## src/rtl/pulse_meter_pkg.sv

```systemverilog
// rtl/pulse_meter_pkg.sv - shared constants for the pulse rate meter and trigger-path helpers

package pulse_meter_pkg;

   // Default widths for the edge counter and the gate length
   localparam int P_CNT_WIDTH_DEF  = 32;
   localparam int P_GATE_WIDTH_DEF = 32;

   // Meter FSM encodings; the two spare codes are treated as illegal
   localparam logic [1:0] S_IDLE = 2'b00;
   localparam logic [1:0] S_GATE = 2'b01;

endpackage : pulse_meter_pkg

```

## src/rtl/rise_detect.sv

```systemverilog
// rtl/rise_detect.sv - registered rising-edge detector for clk-synchronous pulse streams

module rise_detect (
   input  logic i_clk,
   input  logic i_reset,
   input  logic i_in,
   output logic o_rise
);

   logic r_in_d;

   // Previous-cycle copy of the input, tracked continuously so gate boundaries never see a stale value
   always_ff @(posedge i_clk or posedge i_reset) begin
      if (i_reset) begin
         r_in_d <= 1'b0;
      end else begin
         r_in_d <= i_in;
      end
   end

   // A rise is high now and low last cycle; a level already high yields nothing
   assign o_rise = i_in & ~r_in_d;

endmodule : rise_detect

```

## src/rtl/pulse_rate_meter.sv

```systemverilog
// rtl/pulse_rate_meter.sv - gated edge counter with valid/ack publish; PULSE_RATE_METER_SATURATE_EN selects saturate vs wrap

module pulse_rate_meter
   import pulse_meter_pkg::*;
#(
   parameter int P_CNT_WIDTH  = P_CNT_WIDTH_DEF,
   parameter int P_GATE_WIDTH = P_GATE_WIDTH_DEF
) (
   input  logic                    clk,
   input  logic                    reset,
   input  logic                    in,
   input  logic                    enable,
   input  logic [P_GATE_WIDTH-1:0] gate_len,
   output logic [P_CNT_WIDTH-1:0]  count_out,
   output logic                    count_valid,
   input  logic                    count_ack,
   output logic                    overflow,
   output logic                    missed
);

   localparam logic [P_GATE_WIDTH-1:0] C_GATE_ONE = {{(P_GATE_WIDTH-1){1'b0}}, 1'b1};
   localparam logic [P_CNT_WIDTH-1:0]  C_CNT_ONE  = {{(P_CNT_WIDTH-1){1'b0}}, 1'b1};

   logic [1:0]              r_state;
   logic [P_GATE_WIDTH-1:0] r_gate_ctr;
   logic [P_GATE_WIDTH-1:0] r_gate_len_q;
   logic [P_CNT_WIDTH-1:0]  r_edge_cnt;
   logic                    r_sat;

   logic [P_CNT_WIDTH-1:0]  r_count_out;
   logic                    r_count_valid;
   logic                    r_overflow;
   logic                    r_missed;

   logic                    w_rise;
   logic                    w_start;
   logic                    w_gate_end;
   logic                    w_accept;
   logic                    w_cnt_max;
   logic [P_CNT_WIDTH-1:0]  w_next_cnt;
   logic                    w_next_sat;

   rise_detect u_rise_detect (
      .i_clk   (clk),
      .i_reset (reset),
      .i_in    (in),
      .o_rise  (w_rise)
   );

   // A gate may open (or reopen) whenever running and the programmed length is nonzero
   assign w_start    = enable && (gate_len != '0);
   // Last counting cycle of a gate that is still enabled; an enable drop here is an abort
   assign w_gate_end = (r_state == S_GATE) && enable && (r_gate_ctr == (r_gate_len_q - C_GATE_ONE));
   // A result may load when the slot is free or is being freed this very cycle
   assign w_accept   = !r_count_valid || count_ack;
   assign w_cnt_max  = (r_edge_cnt == '1);

   // Count including this cycle's rise, so the gate-end cycle contributes to the published value
   always_comb begin
      w_next_cnt = r_edge_cnt;
      w_next_sat = r_sat;
      if (w_rise) begin
`ifdef PULSE_RATE_METER_SATURATE_EN
         if (w_cnt_max) begin
            w_next_sat = 1'b1;
         end else begin
            w_next_cnt = r_edge_cnt + C_CNT_ONE;
         end
`else
         w_next_cnt = r_edge_cnt + C_CNT_ONE;
         if (w_cnt_max) begin
            w_next_sat = 1'b1;
         end
`endif
      end
   end

   // Gate sequencing: idle, counting, and seamless restart at gate end
   always_ff @(posedge clk or posedge reset) begin
      if (reset) begin
         r_state      <= S_IDLE;
         r_gate_ctr   <= '0;
         r_gate_len_q <= '0;
         r_edge_cnt   <= '0;
         r_sat        <= 1'b0;
      end else begin
         case (r_state)
            S_IDLE: begin
               r_gate_ctr <= '0;
               r_edge_cnt <= '0;
               r_sat      <= 1'b0;
               if (w_start) begin
                  r_gate_len_q <= gate_len;
                  r_state      <= S_GATE;
               end
            end
            S_GATE: begin
               if (!enable) begin
                  r_state    <= S_IDLE;
                  r_gate_ctr <= '0;
                  r_edge_cnt <= '0;
                  r_sat      <= 1'b0;
               end else if (w_gate_end) begin
                  r_gate_ctr <= '0;
                  r_edge_cnt <= '0;
                  r_sat      <= 1'b0;
                  if (w_start) begin
                     r_gate_len_q <= gate_len;
                  end else begin
                     r_state <= S_IDLE;
                  end
               end else begin
                  r_gate_ctr <= r_gate_ctr + C_GATE_ONE;
                  r_edge_cnt <= w_next_cnt;
                  r_sat      <= w_next_sat;
               end
            end
            default: begin
               r_state    <= S_IDLE;
               r_gate_ctr <= '0;
               r_edge_cnt <= '0;
               r_sat      <= 1'b0;
            end
         endcase
      end
   end

   // Result register and handshake: publish, drop-and-flag, or clear on acknowledge
   always_ff @(posedge clk or posedge reset) begin
      if (reset) begin
         r_count_out   <= '0;
         r_count_valid <= 1'b0;
         r_overflow    <= 1'b0;
         r_missed      <= 1'b0;
      end else if (w_gate_end) begin
         if (w_accept) begin
            r_count_out   <= w_next_cnt;
            r_overflow    <= w_next_sat;
            r_count_valid <= 1'b1;
            r_missed      <= 1'b0;
         end else begin
            r_missed <= 1'b1;
         end
      end else if (count_ack && r_count_valid) begin
         r_count_valid <= 1'b0;
         r_missed      <= 1'b0;
      end
   end

   assign count_out   = r_count_out;
   assign count_valid = r_count_valid;
   assign overflow    = r_overflow;
   assign missed      = r_missed;

endmodule : pulse_rate_meter

```

## config.mk

```make
export PLATFORM = sky130hd
export DESIGN_NAME = pulse_rate_meter
export DESIGN_NICKNAME = d
export VERILOG_FILES = /design/src/rtl/pulse_meter_pkg.sv /design/src/rtl/rise_detect.sv /design/src/rtl/pulse_rate_meter.sv
export SDC_FILE = /design/constraint.sdc
export NUM_CORES = 1
export LEC_CHECK = 0
export CORE_MARGIN = 4
export CORE_UTILIZATION = 52
export DETAILED_ROUTE_END_ITERATION = 12
export GPL_TIMING_DRIVEN = 1
export PLACE_DENSITY = 0.8
export SLEW_MARGIN = 25
export SYNTH_ARGS = -nofsm -noshare
export SYNTH_HDL_FRONTEND = slang
export SYNTH_SLANG_ARGS = --single-unit
```

## constraint.sdc

```tcl
create_clock -name clk -period 4.23 [get_ports clk]
set_input_delay 0.6345 -clock clk [delete_from_list [all_inputs] [get_ports clk]]
set_output_delay 0.6345 -clock clk [all_outputs]
set_load 0.02 [all_outputs]
```

Word level (Yosys, flattened, before mapping)

Cells that the tools add are included.

Output and inout port bits: 35
Register bits after elaboration: 135
Logic and storage cells: 64
Input bits: 37

Muxes and demuxes: 26
$add $sub $neg: 3
Reductions and logical operators: 14
Bitwise logic cells: 2
Eq/ne operators: 9

Operators by type and width:

| operator                                                                | count |
|---|---|
| 32-bit two-way mux                                                      | 10 |
| 32-bit by 1-bit adder with 32-bit output, second input constant         | 2 |
| 32-bit case mux with 2 select lines                                     | 1 |
| 32-bit equality test                                                    | 1 |
| 32-bit equality test, second input constant                             | 1 |
| 32-bit nonzero test                                                     | 1 |
| 32-bit by 1-bit subtractor with 32-bit output, second input constant    | 1 |
| 1-bit two-way mux                                                       | 10 |
| 2-bit two-way mux                                                       | 4 |
| 2-bit inequality test, second input constant                            | 3 |
| 3-bit inequality test, second input constant                            | 2 |
| 3-bit AND reduction                                                     | 2 |
| 1-bit logical AND                                                       | 4 |
| 2-bit case mux with 2 select lines                                      | 1 |
| 2-bit AND reduction                                                     | 2 |
| 2-bit nonzero test                                                      | 2 |
| 2-bit by 1-bit equality test with 1-bit output, second input constant   | 1 |
| 2-bit logical NOT                                                       | 1 |
| 2-bit by 1-bit inequality test with 1-bit output, second input constant | 1 |
| 1-bit AND                                                               | 1 |
| 1-bit logical NOT                                                       | 1 |
| 1-bit logical OR                                                        | 1 |
| 1-bit NOT                                                               | 1 |

Longest topological paths before layout

Gate-level depths: netlist of the first run.

Word-level depth: 6
Depth in mapped cells: 12

Cells and area by module

A second synthesis of the first run with hierarchy kept.

Cells, all modules: 690
Area, all modules: 7454.6 um^2

By module, submodules not included:

| module           | times used | cells each | seq. area each (um^2) | area each (um^2) |
|---|---|---|---|---|
| pulse_rate_meter | 1          | 687        | 3328.2                | 7412.1 |
| rise_detect      | 1          | 3          | 25.0                  | 42.5 |

Least setup slack after synthesis of the first run

Ideal clock, no wire load.

Path type: register -> register
From: register r_gate_len_q[0]
To: register r_gate_len_q[0]
Data arrival time: 3.319 ns
Slack: 0.784 ns
Period minus slack after synthesis: 3.446 ns
Path buffers: 1
Cell stages (with the launch flop): 12
Path through: dfrtp_1 inv_1 ha_1 nor4b_2 nand4_2 or3_1 o31a_1 nor3_1 nand4_1 o41ai_4 buf_6 mux2_1

Longest elaborated chain between the ends: 5
Elaborated cells between the ends (all ways): 9

Ends and longest elaborated chain:

| what                                          | line                    | source |
|---|---|---|
| start: declaration                            | pulse_rate_meter.sv:26  | `logic [P_GATE_WIDTH-1:0] r_gate_len_q;` |
| start signal: assignment                      | pulse_rate_meter.sv:93  | `r_gate_len_q <= gate_len;` |
| start signal: assignment                      | pulse_rate_meter.sv:108 | `r_gate_len_q <= gate_len;` |
| 32-bit by 1-bit subtractor with 32-bit output | pulse_rate_meter.sv:53  | `assign w_gate_end = (r_state == S_GATE) && enable && (r_gate_ctr == (r_gate_len_q - C_GATE_ONE));` |
| 32-bit equality test                          | pulse_rate_meter.sv:53  |  |
| 1-bit logical AND                             | pulse_rate_meter.sv:53  |  |
| 2-bit inequality test (no line)               | -                       |  |
| 3-bit AND reduction (no line)                 | -                       |  |

Parallel ways exist; a longest one is shown, timed or not. The select of a mux whose other input is x is not followed.
A chain may end at the register's enable or synchronous reset.

Final worst setup path of the first run

From: register r_gate_len_q[0]
To: register r_gate_len_q[26]

Longest elaborated chain between the ends: 5

Ends and longest elaborated chain:

| what                                          | line |
|---|---|
| 32-bit by 1-bit subtractor with 32-bit output | pulse_rate_meter.sv:53 |
| 32-bit equality test                          | pulse_rate_meter.sv:53 |
| 1-bit logical AND                             | pulse_rate_meter.sv:53 |
| 2-bit inequality test (no line)               | - |
| 3-bit AND reduction (no line)                 | - |

Every way passes these cells.

==> results of run 1 <==
==> sequential cells by signal (all words and copies together), names as in the netlist <==
signal and flops:
count_out 32, count_valid 1, missed 1, overflow 1, r_edge_cnt 32, r_gate_ctr 32, r_gate_len_q 32, r_sat 1
r_state 1, u_rise_detect.r_in_d 1
==> worst reg2reg max path: stages, from the launching register on <==
cell and delay (ns):
dfrtp_1 0.44, inv_1 0.09, ha_1 0.18, nor4b_2 0.41, nand4_2 0.38, or3_1 0.45, o31a_1 0.31, nor3_1 0.18
nand4_1 0.18, o41ai_4 0.45, buf_12 0.26, mux2_1 0.37
==> metal layers <==
layer | wire, um | part of all wire, % | up-vias
met5 | 0 | 0 | -
met4 | 389 | 2.5 | 0
met3 | 808 | 5.2 | 37
met2 | 7390 | 48 | 167
met1 | 6850 | 44 | 2586
li1 | - | - | 2426
==> cells in the mapped netlist, drive strengths merged (4+ instances only) <==
library cell	number	area, sq um
nor4	24	180
nand2	30	113
nand4	19	125
clkbuf	6	22.5
mux2	62	698
and3	19	119
xnor2	56	490
nor2b	36	225
nor3	7	45.0
dfrtp	134	3350
nand2b	4	25.0
nor2	65	244
a21oi	7	35.0
a31oi	5	31.3
buf	15	123
or3	6	37.5
xor2	50	438
and4	9	78.8
mux2i	7	70.1
o21ai	5	25.0
nand3	26	130
inv	13	48.8
==> worst max path at each step <==
stage	startpoint	endpoint	cells past startpoint
after floorplan	reset	count_out[0]	1
after global placement	r_gate_len_q[0]	count_out[29]	11
after detailed placement	r_gate_len_q[0]	r_gate_len_q[1]	11
after CTS	r_gate_len_q[0]	r_gate_len_q[13]	11
after global routing	r_gate_len_q[0]	r_gate_len_q[26]	11
final	r_gate_len_q[0]	r_gate_len_q[26]	11
==> where the power goes <==
group	internal (mW)	switching, mW	total [mW]
logic	0.178	0.203	0.381
registers	1.34	0.111	1.45
clock network	0.847	0.576	1.42
total	2.37	0.889	3.26
==> cell families after synthesis <==
family	count (synthesis)	share of synthesized area (%)
adders and majority gates	3	0.531
xor gates and xnor gates	106	13.1
and+or+nand+nor	267	21.6
buffers and inverters	34	2.74
AOI/OAI and AO/OA	36	3.70
muxes	69	10.9
DFF	134	47.4
==> final cells by class <==
type / instances / area (sq um)
Sequential cell: 134 / 3350
Multi-Input combinational cell: 481 / 3540
Timing Repair Buffer: 76 / 786
Clock inverter: 12 / 118
Tap cell: 176 / 220
Inverter: 13 / 51.3
Clock buffer: 20 / 457
Fill cell: 986 / 4770
==> through the flow <==
step	hold WS [ns]	setup WS (ns)
floorplan	0.449	0.0127
global placement	0.469	0.648
detailed placement	0.479	0.478
CTS	0.493	0.453
global route	0.510	0.155
finish	0.489	0.419
==> flow_summary.json, run 1 <==
{
  "grtUsageTotal_pct": 21.2,
  "critPathRequiredTime_ns": 4.53,
  "drt-total-wl_mm": 15.4,
  "max_cap_violations": 0,
  "root_buffer": "clkbuf_16",
  "critPathBufInv": 2,
  "cts_buffer_depth": 2,
  "syn_nets": 689,
  "ys_seq_elements": 134,
  "placement_rows": 42,
  "synth_seq_area_share_pct": 47.4,
  "cts_resized": 0,
  "h-tree-depth": 4,
  "slowest_delay_ns": 0.45,
  "cts_setup_buffers": 0,
  "period_needed_ns": 3.81,
  "r2r_start": "r_gate_len_q[0]",
  "gp_congestion": 0.902,
  "num_io_pins": 72,
  "slew_viol_final": 0,
  "crit_chain": "inv_1 > ha_1 > nor4b_2 > nand4_2 > or3_1 > o31a_1 > nor3_1 > nand4_1 > o41ai_4 > buf_12 > mux2_1",
  "start_util_pct": 53.2,
  "min_path_cells": 1,
  "finalSetupViolations": 0,
  "numClockSinks": 134,
  "async_reset_ff_share_pct": 100,
  "drive_above_1_share_pct": 7.34,
  "post-route-util_pct": 64.1,
  "grt_max_degree": 70,
  "hpwl_mm": 11.0,
  "fmaxAchievable_mhz": 262,
  "final-hold-violation-count": 0,
  "outcome": "finished clean",
  "dr.pass1.iters": 5,
  "grt_pass1_wl_mm": 27.1,
  "synth_edf_count": 0,
  "max_slew_margin_pct": 44.8,
  "wire_per_inst_um": 16.9,
  "finalPower_mw": 3.26,
  "cts_buffers": 17,
  "ant_nets": 0,
  "final.setup.tns_ns": 0,
  "diodes": 0,
  "drt_iter0_drc": 401,
  "reg2reg_depth": 11,
  "fin_cells": 912,
  "rrSetupSlack_ns": 0.42,
  "insertion_delay_ns": 0.43,
  "peakVddDrop_mv": 0.271,
  "p_per_area_mw_per_mm2": 382,
  "die_area_sq_mm": 0.0155,
  "placed_cell_area_sq_mm": 0.00795,
  "fin_crit_sh_pct": 90.1,
  "tritoncts": "yes",
  "synth_area_sq_mm": 0.00707,
  "hold_end": "count_out[3]",
  "slowest_stage": "or3_1",
  "ys_types": 55,
  "layout_commonest_cell": "dfrtp_1",
  "worstPathArrival_ns": 4.11,
  "syn_inst": 649,
  "worstPathMaxFanout": 32,
  "synth_area_per_cell_sq_um": 10.9,
  "core-area_sq_mm": 0.0133,
  "drc": 0,
  "final_net_count": 763,
  "dp.cells": 880,
  "grt_pass1_vias": 5500,
  "start_kind": "flip-flop",
  "clk_pin_slew_worst_paths_ns": 0.06,
  "viasPerCell": 5.72,
  "io_buffers": 71,
  "die_y_um": 125,
  "finalClockSkew_ns": 0.00974,
  "yosysWarningCount": 0,
  "ctsHoldBuffers": 0,
  "hold_class": "flip-flop to flip-flop",
  "ys.flop_type": "dfrtp_1",
  "critical_path.top_delay_family": "simple AND/OR/NAND/NOR gates",
  "min-delay-start": "count_out[3]",
  "final_area_sq_mm": 0.00852,
  "p_leak_nw": 3.66,
  "final_cell_mix": "134 x dfrtp_1, 71 x clkdlybuf4s50_1, 65 x nor2_1, 58 x mux2_1, 56 x xnor2_1",
  "cp-end-kind": "flip-flop",
  "area.growth.synth_to_final_pct": 20.6,
  "die_x_um": 125,
  "use_met1_pct": 27.9,
  "vias": 5216,
  "rsz0062_at_grt": "no",
  "met2_usage_pct": 34.2,
  "grt_antenna_before_repair": 0,
  "rr_endpoint": "r_gate_len_q[26]",
  "crit_type": "flip-flop to flip-flop",
  "grt_overflow": 0,
  "met3_usage_pct": 5.36,
  "tightest_slew_ns": 0.827,
  "top_usage_layer": "met2"
}
Note: power is estimated with default switching activity, not from simulation.
==> run 2, diff against run 1 <==
- CORE_UTILIZATION: 52 -> 55
- PLACE_DENSITY: 0.8 -> 0.81
- clock period: 4.23 -> 4.7 ns (I/O delays scaled with it)
==> run 2 against run 1 <==
Global-route usage is 2.0 points higher. Design area hardly changed. Cell count decreased by 0.33%. Critical endpoint is now count_out[16]. Largest power group is now clock. Highest routed layer unchanged.
==> flow_summary.json, run 2 (synthesized netlist as in run 1, its figures left out) <==
{
  "final_cell_mix": "134 x dfrtp_1, 71 x clkdlybuf4s50_1, 65 x nor2_1, 58 x mux2_1, 56 x xnor2_1",
  "tightest_slew_ns": 0.776,
  "cts_buffer_depth": 2,
  "drt_iter0_drc": 284,
  "worstPathArrival_ns": 4.35,
  "slowest_stage": "nor4b_2",
  "clk_pin_slew_worst_paths_ns": 0.06,
  "slew_viol_final": 0,
  "fillers": 983,
  "area.growth.synth_to_final_pct": 20.5,
  "start_util_pct": 56.0,
  "wire_per_inst_um": 17.4,
  "final_net_count": 764,
  "outcome": "finished clean",
  "fin_cells": 909,
  "core-area_sq_mm": 0.0126,
  "start_kind": "flip-flop",
  "diodes": 0,
  "die_y_um": 121,
  "reg2reg_depth": 11,
  "insertion_delay_ns": 0.42,
  "placement_rows": 41,
  "final-hold-violation-count": 0,
  "min-delay-start": "count_out[3]",
  "finalPower_mw": 3.00,
  "post-route-util_pct": 67.5,
  "grt_pass1_vias": 5485,
  "critical_path.top_delay_family": "simple AND/OR/NAND/NOR gates",
  "numClockSinks": 134,
  "rrSetupSlack_ns": 0.64,
  "layout_commonest_cell": "dfrtp_1",
  "cp-end-kind": "flip-flop",
  "die_x_um": 121,
  "drc": 0,
  "use_met1_pct": 30.7,
  "die_area_sq_mm": 0.0147,
  "finalClockSkew_ns": 0.0101,
  "r2r_start": "r_gate_len_q[0]",
  "hold_end": "count_out[3]",
  "cts_resized": 0,
  "crit_chain": "inv_1 > ha_1 > nor4b_2 > nand4_2 > nand2b_1 > o21a_1 > o31ai_1 > nand4b_1 > nor4_4 > buf_4 > mux2_1",
  "hpwl_mm": 11.2,
  "ant_nets": 0,
  "drive_above_1_share_pct": 7.06,
  "slowest_delay_ns": 0.51,
  "viasPerCell": 5.65,
  "max_slew_margin_pct": 48.2,
  "grt_max_degree": 77,
  "final.setup.tns_ns": 0,
  "top_usage_layer": "met2",
  "tritoncts": "yes",
  "fin_ws_ns": 0.645,
  "crit_type": "flip-flop to flip-flop",
  "gp_congestion": 0.913,
  "worstPathMaxFanout": 33,
  "period_needed_ns": 4.06,
  "fin_crit_sh_pct": 86.3,
  "grtUsageTotal_pct": 23.2,
  "vias": 5137,
  "fmaxAchievable_mhz": 247,
  "max_cap_violations": 0,
  "critPathBufInv": 2,
  "startpoint": "r_gate_len_q[0]",
  "grt_antenna_before_repair": 0,
  "cts_setup_buffers": 0,
  "grt_overflow": 0,
  "met2_usage_pct": 37.8,
  "p_per_area_mw_per_mm2": 352,
  "dp.cells": 877,
  "num_io_pins": 72,
  "h-tree-depth": 4,
  "root_buffer": "clkbuf_16",
  "met3_usage_pct": 4.57,
  "hold_class": "flip-flop to flip-flop",
  "rr_endpoint": "count_out[16]",
  "ctsHoldBuffers": 0,
  "dr.pass1.iters": 5,
  "rsz0062_at_grt": "no",
  "pre_cts_ws_ns": 0.693,
  "peakVddDrop_mv": 0.219,
  "grt_pass1_wl_mm": 27.1,
  "min_path_cells": 1,
  "cts_buffers": 17,
  "drt-total-wl_mm": 15.9,
  "io_buffers": 71,
  "p_leak_nw": 3.67,
  "critPathRequiredTime_ns": 5.00,
  "finalSetupViolations": 0
}
## run 2: final cells by class
| type | count | area (sq um) | share of cell area, % |
|---|---|---|---|
| multi-input combinational | 481 | 3540 | 41.6 |
| tap | 172 | 215 | 2.53 |
| inverter | 13 | 53.8 | 0.632 |
| sequential | 134 | 3350 | 39.4 |
| clock buffer | 22 | 454 | 5.33 |
| timing repair buffer | 77 | 756 | 8.87 |
| clock inverter | 10 | 145 | 1.70 |
## run 2: power by group
| part | switching, mW | internal (mW) |
|---|---|---|
| clock | 0.498 | 0.853 |
| sequential | 0.100 | 1.21 |
| combinational | 0.182 | 0.159 |
| total | 0.780 | 2.22 |
## run 2: worst register-to-register path: cells and delay by family (launching register included)
kind / cells / cell delay, ns
muxes: 1 / 0.40
and+or+nand+nor: 5 / 1.83
adders and majority gates: 1 / 0.19
buffers and inverters: 2 / 0.55
DFF: 1 / 0.43
AOI/OAI and AO/OA: 2 / 0.55
## run 2: through the flow
stage / hold slack, ns / area [sq um]
floorplan: 0.449 / 7070
global placement: 0.469 / 7920
detailed placement: 0.474 / 7920
CTS: 0.488 / 8510
global route: 0.506 / 8520
finish: 0.484 / 8520
## run 2: worst max-delay path by stage
stage	cells past startpoint	slack [ns]	end
after floorplan	1	0.41	count_out[0]
after global placement	11	0.85	r_gate_len_q[14]
after detailed placement	11	0.69	count_out[16]
after CTS	11	0.69	count_out[16]
after global routing	11	0.40	r_gate_len_q[9]
final	11	0.64	count_out[16]
## run 2: per-layer routing
layer	vias to the layer above	wire length (um)
met5	-	0
met4	0	257
met3	23	616
met2	107	7920
met1	2571	7060
li1	2436	-
